[config.mk]
export PLATFORM = sky130hd
export DESIGN_NAME = barrel_rotr_pipe_flat
export DESIGN_NICKNAME = d
export VERILOG_FILES = /design/src/rtl/barrel_rotr_pipe_pkg.sv /design/src/rtl/barrel_rotr_pipe_if.sv /design/src/rtl/barrel_rotr_pipe_stage.sv /design/src/rtl/barrel_rotr_pipe.sv /design/src/flat_wrapper.sv
export SDC_FILE = /design/constraint.sdc
export NUM_CORES = 1
export LEC_CHECK = 0
export ABC_AREA = 1
export CORE_MARGIN = 3
export CORE_UTILIZATION = 55
export DETAILED_ROUTE_END_ITERATION = 10
export PLACE_DENSITY = 0.8
export SKIP_LAST_GASP = 1
export SYNTH_ARGS = -nofsm -noshare
export SYNTH_HDL_FRONTEND = slang
export SYNTH_SLANG_ARGS = --single-unit
[constraint.sdc]
create_clock -name clk -period 2.1 [get_ports clk]
set_input_delay 0.63 -clock clk [delete_from_list [all_inputs] [get_ports clk]]
set_output_delay 0.63 -clock clk [all_outputs]
set_load 0.01 [all_outputs]
[src/rtl/barrel_rotr_pipe_pkg.sv]
// Shared constants and the constant-distance rotate helper for the
// pipelined rotate-right unit.
package barrel_rotr_pipe_pkg;

  localparam int WIDTH_DEF = 16;
  localparam int SHW_DEF   = 4;

  // Pure rotation: bit i of the result is bit (i + amount) mod WIDTH_DEF of data.
  function automatic logic [WIDTH_DEF-1:0] rotr_const(
    input logic [WIDTH_DEF-1:0] data,
    input int unsigned          amount
  );
    int unsigned a;
    a = amount % WIDTH_DEF;
    if (a == 32'd0) begin
      return data;
    end else begin
      return (data >> a) | (data << (32'(WIDTH_DEF) - a));
    end
  endfunction

endpackage

[src/rtl/barrel_rotr_pipe_if.sv]
// Request/response handshake bundle of the rotate-right pipeline.
interface barrel_rotr_pipe_if #(
  parameter int WIDTH = barrel_rotr_pipe_pkg::WIDTH_DEF,
  parameter int SHW   = barrel_rotr_pipe_pkg::SHW_DEF
);

  logic             in_valid;
  logic             in_ready;
  logic [WIDTH-1:0] A;
  logic [SHW-1:0]   C;
  logic             out_valid;
  logic             out_ready;
  logic [WIDTH-1:0] O;

  modport master (
    output in_valid, A, C, out_ready,
    input  in_ready, out_valid, O
  );

  modport slave (
    input  in_valid, A, C, out_ready,
    output in_ready, out_valid, O
  );

endinterface

[src/rtl/barrel_rotr_pipe_stage.sv]
// One registered pipeline stage: optionally rotates right by the constant
// STEP and forwards the shift field to the stages below.
module rotr_stage
  import barrel_rotr_pipe_pkg::*;
#(
  parameter int WIDTH = WIDTH_DEF,
  parameter int SHW   = SHW_DEF,
  parameter int STEP  = 1
) (
  input  logic             clk,
  input  logic             rst_n,
  input  logic             valid_i,
  output logic             ready_o,
  input  logic [WIDTH-1:0] data_i,
  input  logic             shift_bit_i,
  input  logic [SHW-1:0]   rem_i,
  output logic             valid_o,
  input  logic             ready_i,
  output logic [WIDTH-1:0] data_o,
  output logic [SHW-1:0]   rem_o
);

  logic             valid_q, valid_d;
  logic [WIDTH-1:0] data_q, data_d;
  logic [SHW-1:0]   rem_q, rem_d;
  logic [WIDTH-1:0] rot_s;

  generate
    if (WIDTH == WIDTH_DEF) begin : g_pkg_rot
      assign rot_s = rotr_const(data_i, STEP);
    end else begin : g_slice_rot
      assign rot_s = {data_i[STEP-1:0], data_i[WIDTH-1:STEP]};
    end
  endgenerate

  // An empty stage always accepts, so bubbles collapse toward the output.
  assign ready_o = !valid_q || ready_i;

  // Load from upstream when this stage can advance, otherwise hold.
  always_comb begin
    valid_d = valid_q;
    data_d  = data_q;
    rem_d   = rem_q;
    if (ready_o) begin
      valid_d = valid_i;
      data_d  = shift_bit_i ? rot_s : data_i;
      rem_d   = rem_i;
    end else begin
      valid_d = valid_q;
      data_d  = data_q;
      rem_d   = rem_q;
    end
  end

  // Stage state register.
  always_ff @(posedge clk or negedge rst_n) begin
    if (!rst_n) begin
      valid_q <= 1'b0;
      data_q  <= {WIDTH{1'b0}};
      rem_q   <= {SHW{1'b0}};
    end else begin
      valid_q <= valid_d;
      data_q  <= data_d;
      rem_q   <= rem_d;
    end
  end

  assign valid_o = valid_q;
  assign data_o  = data_q;
  assign rem_o   = rem_q;

endmodule

[src/rtl/barrel_rotr_pipe.sv]
// Pipelined logarithmic rotate-right: stage k rotates by 2^(SHW-1-k)
// under shift bit C[SHW-1-k]; SHW stages, elastic valid/ready chain.
module barrel_rotr_pipe
  import barrel_rotr_pipe_pkg::*;
#(
  parameter int WIDTH = WIDTH_DEF,
  parameter int SHW   = SHW_DEF
) (
  input  logic                clk,
  input  logic                rst_n,
  barrel_rotr_pipe_if.slave   bus
);

  // Index k is the input of stage k; index SHW is the pipeline output.
  logic             valid_s [SHW+1];
  logic             ready_s [SHW+1];
  logic [WIDTH-1:0] data_s  [SHW+1];
  logic [SHW-1:0]   sh_s    [SHW+1];

  assign valid_s[0]   = bus.in_valid;
  assign data_s[0]    = bus.A;
  assign sh_s[0]      = bus.C;
  assign ready_s[SHW] = bus.out_ready;

  assign bus.in_ready  = ready_s[0];
  assign bus.out_valid = valid_s[SHW];
  assign bus.O         = data_s[SHW];

  generate
    for (genvar k = 0; k < SHW; k++) begin : g_stage
      rotr_stage #(
        .WIDTH (WIDTH),
        .SHW   (SHW),
        .STEP  (1 << (SHW - 1 - k))
      ) u_stage (
        .clk         (clk),
        .rst_n       (rst_n),
        .valid_i     (valid_s[k]),
        .ready_o     (ready_s[k]),
        .data_i      (data_s[k]),
        .shift_bit_i (sh_s[k][SHW-1-k]),
        .rem_i       (sh_s[k]),
        .valid_o     (valid_s[k+1]),
        .ready_i     (ready_s[k+1]),
        .data_o      (data_s[k+1]),
        .rem_o       (sh_s[k+1])
      );
    end
  endgenerate

endmodule

[src/flat_wrapper.sv]
// flat-port wrapper written by rule: the top's interface ports become plain ports
module barrel_rotr_pipe_flat import barrel_rotr_pipe_pkg::*;
#(
  parameter int WIDTH = WIDTH_DEF,
  parameter int SHW   = SHW_DEF
)
  (clk, rst_n, bus_in_valid, bus_A, bus_C, bus_out_ready, bus_in_ready, bus_out_valid, bus_O);
  barrel_rotr_pipe_if #(.WIDTH(WIDTH), .SHW(SHW)) bus_i ();
  input  logic clk;
  input  logic rst_n;
  input wire logic [$bits(bus_i.in_valid)-1:0] bus_in_valid;
  input wire logic [$bits(bus_i.A)-1:0] bus_A;
  input wire logic [$bits(bus_i.C)-1:0] bus_C;
  input wire logic [$bits(bus_i.out_ready)-1:0] bus_out_ready;
  output wire logic [$bits(bus_i.in_ready)-1:0] bus_in_ready;
  output wire logic [$bits(bus_i.out_valid)-1:0] bus_out_valid;
  output wire logic [$bits(bus_i.O)-1:0] bus_O;
  assign bus_i.in_valid = bus_in_valid;
  assign bus_i.A = bus_A;
  assign bus_i.C = bus_C;
  assign bus_i.out_ready = bus_out_ready;
  assign bus_in_ready = bus_i.in_ready;
  assign bus_out_valid = bus_i.out_valid;
  assign bus_O = bus_i.O;
  barrel_rotr_pipe #(.WIDTH(WIDTH), .SHW(SHW)) u_core (.clk(clk), .rst_n(rst_n), .bus(bus_i));
endmodule
# ---- Word-level counts from Yosys, hierarchy flattened
# Index checks and enable logic that the tools add are counted.
dict set report totals {
  reg_bits 74
  inputBits 24
}
dict set report classes {
  mux 4
  bitwise 4
  n_reduce_logical 8
}
# operator count
set op_table {}
lappend op_table {{two-way mux 16 bit} 4}
lappend op_table {{OR 12 x 16 -> 16 bit} 1}
lappend op_table {{OR 14 x 16 -> 16 bit} 1}
lappend op_table {{OR 15 x 16 -> 16 bit} 1}
lappend op_table {{OR 8 x 16 -> 16 bit} 1}
lappend op_table {{zero test 1 bit} 4}
lappend op_table {{logical OR 1 bit} 4}

# ---- Longest topological paths before layout
dict set report depth {
  ltp_word 5
  depth_mapped 6
}

# ---- Modules after synthesis
# From an unflattened synthesis, not the netlist that was laid out.
dict set report hier_totals {
  hier_cells 564
  area_unflattened_um2 4119.0
}
# module instances cells_per_inst area_per_inst_um2 seq_area_each_um2
set modules_own_cells {}
lappend modules_own_cells {rotr_stage 4 141 1029.7 525.5}

# ---- Worst setup path before layout
# No wires, ideal clock.
dict set report synth_timing {
  path_type {input to output}
  from {input bus_out_ready}
  to {output bus_in_ready}
  t_arrival_ns 1.091
  required_time_ns 1.470
  path_slack_ns 0.379
  cell_stages 3
  path_buffers 1
  cell_sequence {nor2_2 -> nand4_1 -> buf_2}
}
dict set report synth_via {
  elab_chain_len 4
}
# item line_no
set synth_lines {}
lappend synth_lines {{start: declaration} flat_wrapper.sv:14} ;# input wire logic [$bits(bus_i.out_ready)-1:0] bus_out_ready;
lappend synth_lines {{logical OR 1 bit (4 in series)} barrel_rotr_pipe_stage.sv:37} ;# assign ready_o = !valid_q || ready_i;
lappend synth_lines {{end: declaration} flat_wrapper.sv:15} ;# output wire logic [$bits(bus_i.in_ready)-1:0] bus_in_ready;
# Every way passes these cells.

# ---- Worst setup path in the final report
# Ends and elaborated chain as after synthesis.

==> insert_results.sql <==
INSERT INTO impl_metrics (metric_group, metric, value, unit) VALUES
('finish', 'mostFrequentLayoutCells', 'sky130_fd_sc_hd__nand2_1 (142), sky130_fd_sc_hd__o21ai_0 (102), sky130_fd_sc_hd__dfrtp_1 (74), sky130_fd_sc_hd__clkdlybuf4s50_1 (38), sky130_fd_sc_hd__inv_1 (36)', ''),
('finish', 'layout_commonest_cell', 'sky130_fd_sc_hd__nand2_1', ''),
('job', 'drv.max_cap_violation_count', '0', ''),
('cts', 'worst_skew_pair.late_latency', '0.34', 'ns'),
('timing', 'drv_slew', '0', ''),
('timing', 'timing.fmax', '497', 'MHz'),
('setup_path', 'crit_path_arrival_time', '1.38', 'ns'),
('worst_hold_path', 'worst_hold_path_type', 'input pin to asynchronous set/reset pin', ''),
('cts', 'cts.root.buffer_cell', 'sky130_fd_sc_hd__clkbuf_8', ''),
('timing', 'final_min_period_over_clock_period', '0.957', ''),
('global_route', 'number_of_antenna_violations_at_the_first_check_in_global_routing', '0', ''),
('cts', 'tritoncts.num_buffers', '9', ''),
('synth', 'number_of_enable_flip_flop_cells_after_synthesis', '0', ''),
('setup_path', 'cp_slowest_stage_delay', '0.25', 'ns'),
('timing', 'slew-limit-headroom', '0.476', ''),
('synth', 'synthArstFlopShare', '1.00', ''),
('die', 'dieHeight', '86.9', 'um'),
('outcome', 'status', 'complete, no violations', ''),
('power_and_ir_drop', 'internal-power', '3.12', 'mW'),
('route', 'dr_total_vias', '2774', ''),
('finish', 'multi_input_area', '0.00136', 'mm2'),
('global_route', 'grt_first_pass_wirelength', '11100', 'um'),
('finish', 'area.sequential', '0.00185', 'mm2'),
('synth', 'synthesis.area_per_instance', '7.92', 'um2'),
('setup_path', 'timing.critical_path.cells', 'dlygate4sd2_1 -> nor2_2 -> nand4_1 -> buf_6 -> buf_2', ''),
('synth', 'yosys_register_bits', '74', ''),
('synth', 'ys_warn_count', '0', ''),
('finish', 'n_antenna_cell', '0', ''),
('timing', 'fin_crit', '2.01', 'ns'),
('synth', 'netlist_area', '0.00360', 'mm2'),
('placed_design', 'placed_cell_area', '0.00396', 'mm2'),
('die', 'ios', '42', ''),
('setup_path', 'setup.worst_path.start_class', 'input pin', ''),
('finish', 'layout.nets', '501', ''),
('setup_path', 'setup.worst_path.class', 'input pin to output pin', ''),
('cts', 'htree_levels', '3', ''),
('power_and_ir_drop', 'power.share.combinational', '0.241', ''),
('cts', 'numClockSinks', '74', ''),
('power_and_ir_drop', 'leakagePower', '1.99', 'nW'),
('synth', 'mappedNetlistNets', '478', ''),
('cts', 'clk_path_buf_depth', '2', ''),
('power_and_ir_drop', 'sequentialPowerShare', '0.462', ''),
('synth', 'seq_area_frac_synth', '0.515', ''),
('route', 'detailedRoute.firstIterationViolations', '126', ''),
('power_and_ir_drop', 'switching_share', '0.296', ''),
('setup_path', 'worst_path_cell_with_the_longest_stage_delay', 'sky130_fd_sc_hd__dlygate4sd2_1', ''),
('global_route', 'maximum_number_of_pins_on_one_net_before_global_route_repair', '75', ''),
('global_route', 'overflow', '0', ''),
('route', 'post_drt_via_cell_ratio', '4.99', ''),
('die', 'floorplan.initialDensity', '0.587', ''),
('setup_path', 'largest_driver_fanout_on_the_critical_path', '3', ''),
('finish', 'layout-area-overhead-vs-synth', '17.0', '%'),
('finish', 'post-route-cell-area', '0.00421', 'mm2'),
('die', 'die-width', '86.9', 'um'),
('die', 'floorplan.die_area', '0.00754', 'mm2'),
('finish', 'nFillCells', '511', ''),
('timing', 'grt_setup_unrepaired', 'no', ''),
('timing', 'number_of_failing_setup_endpoints_in_the_final_timing_report', '0', ''),
('setup_path', 'critPathBufInv', '3', ''),
('finish', 'layout-drive-gt1-share', '0.108', ''),
('synth', 'most_common_flop_cell_mapped_by_yosys', 'sky130_fd_sc_hd__dfrtp_1', ''),
('placed_design', 'gpl.final_weighted_congestion', '0.790', ''),
('route', 'drt_first_pass_iters', '4', ''),
('synth', 'yosys.cell_types.count', '17', ''),
('timing', 'hold_slack', '0.285', 'ns'),
('placed_design', 'dpl.hpwl', '4440', 'um'),
('global_route', 'grt_usage', '0.190', ''),
('power_and_ir_drop', 'switchingPower', '1.31', 'mW'),
('die', 'core-area', '0.00613', 'mm2'),
('synth', 'synthesis.instances', '454', ''),
('cts', 'cts.clk_slew.worst_paths', '0.07', 'ns');
## power by group through the flow
stage	clock network (mW)	registers [mW]	logic [mW]
2_1_floorplan	0	1.97	0.844
3_3_place_gp	0	2.05	1.04
3_5_place_dp	0	2.07	1.07
4_1_cts	1.34	2.05	1.08
5_1_grt	1.40	2.12	1.23
6_report	1.31	2.05	1.07
## cell usage after synthesis, types with 2 or more instances
| cell type | number | area share |
|---|---|---|
| sky130_fd_sc_hd__buf_4 | 20 | 0.042 |
| sky130_fd_sc_hd__nor2_1 | 8 | 0.0084 |
| sky130_fd_sc_hd__clkbuf_1 | 13 | 0.014 |
| sky130_fd_sc_hd__a21oi_1 | 8 | 0.011 |
| sky130_fd_sc_hd__nand3_1 | 19 | 0.026 |
| sky130_fd_sc_hd__nand2_1 | 142 | 0.15 |
| sky130_fd_sc_hd__dfrtp_1 | 74 | 0.51 |
| sky130_fd_sc_hd__o21ai_0 | 102 | 0.14 |
| sky130_fd_sc_hd__inv_2 | 2 | 0.0021 |
| sky130_fd_sc_hd__buf_2 | 7 | 0.0097 |
| sky130_fd_sc_hd__inv_1 | 36 | 0.038 |
| sky130_fd_sc_hd__or2_2 | 18 | 0.031 |
## per-layer routing
metal | track usage | wire length [um] | share of wire | vias up
met5 | 0 | 0 | 0 | -
met4 | 0.0737 | 85 | 0.013 | 0
met3 | 0.0482 | 272 | 0.043 | 7
met2 | 0.331 | 3060 | 0.48 | 55
met1 | 0.223 | 2930 | 0.46 | 1234
li1 | - | - | - | 1478
## per-stage QoR
stage          setup WS [ns]  std cells  power, mW   util  setup TNS (ns)
6_report              0.0895        556       4.43  0.687               0
5_1_grt               0.0206        556       4.75  0.687               0
4_1_cts               0.0122        556       4.47  0.688               0
3_5_place_dp          -0.487        540       3.14  0.647          -0.487
3_3_place_gp          -0.496        540       3.09  0.647          -0.496
2_1_floorplan          0.379        454       2.81      -               0
## sequential cells by signal (all words and copies together), names as in the netlist
signal                          flops
u_core.g_stage.u_stage.data_o      64
u_core.g_stage.u_stage.rem_o        6
u_core.g_stage.u_stage.valid_o      4
## area by class of cell
class,instances,share of cell area
Sequential cell,74,0.440
Multi-Input combinational cell,301,0.324
Timing Repair Buffer,53,0.123
Inverter,38,0.0339
Clock buffer,10,0.0327
Clock inverter,5,0.0244
Tap cell,75,0.0223
## logic make-up (layout without fill, tap and decap cells)
family,Yosys count,after routing,synth area share
AOI/OAI and AO/OA,110,110,0.153
buffers and inverters,79,106,0.106
DFF,74,74,0.515
and+or+nand+nor,191,191,0.226
## what timing repair did
| action | 4_1_cts | 5_1_grt |
|---|---|---|
| buffers inserted | 1 | 0 |
| endpoints found under the setup margin | 1 | 1 |
| cloned | 0 | 0 |
| resized for setup | 5 | 1 |
| pin swaps | 1 | 1 |
| hold buffers | 0 | 0 |
## path summary, 6_finish.rpt
kind	endpoint	depth (start not counted)	slack, ns	startpoint
setup / recovery	bus_in_ready	5	0.09	bus_out_ready
max in group asynchronous	u_core.g_stage[2].u_stage.valid_o	2	1.48	rst_n
hold / removal	u_core.g_stage[3].u_stage.data_o[13]	2	0.29	rst_n
hold reg to reg	u_core.g_stage[1].u_stage.rem_o[0]	2	0.48	u_core.g_stage[0].u_stage.rem_o[0]
min in group clk	u_core.g_stage[1].u_stage.rem_o[0]	2	0.48	u_core.g_stage[0].u_stage.rem_o[0]
setup reg to reg	u_core.g_stage[1].u_stage.data_o[1]	3	0.69	u_core.g_stage[0].u_stage.rem_o[2]
## worst reg2reg max path: cells and delay by family (launching register included)
family	cells	cell delay, ns
buffers and inverters	1	0.28
DFF	1	0.59
AOI/OAI and AO/OA	2	0.42
(Power assumes the default switching activity.)
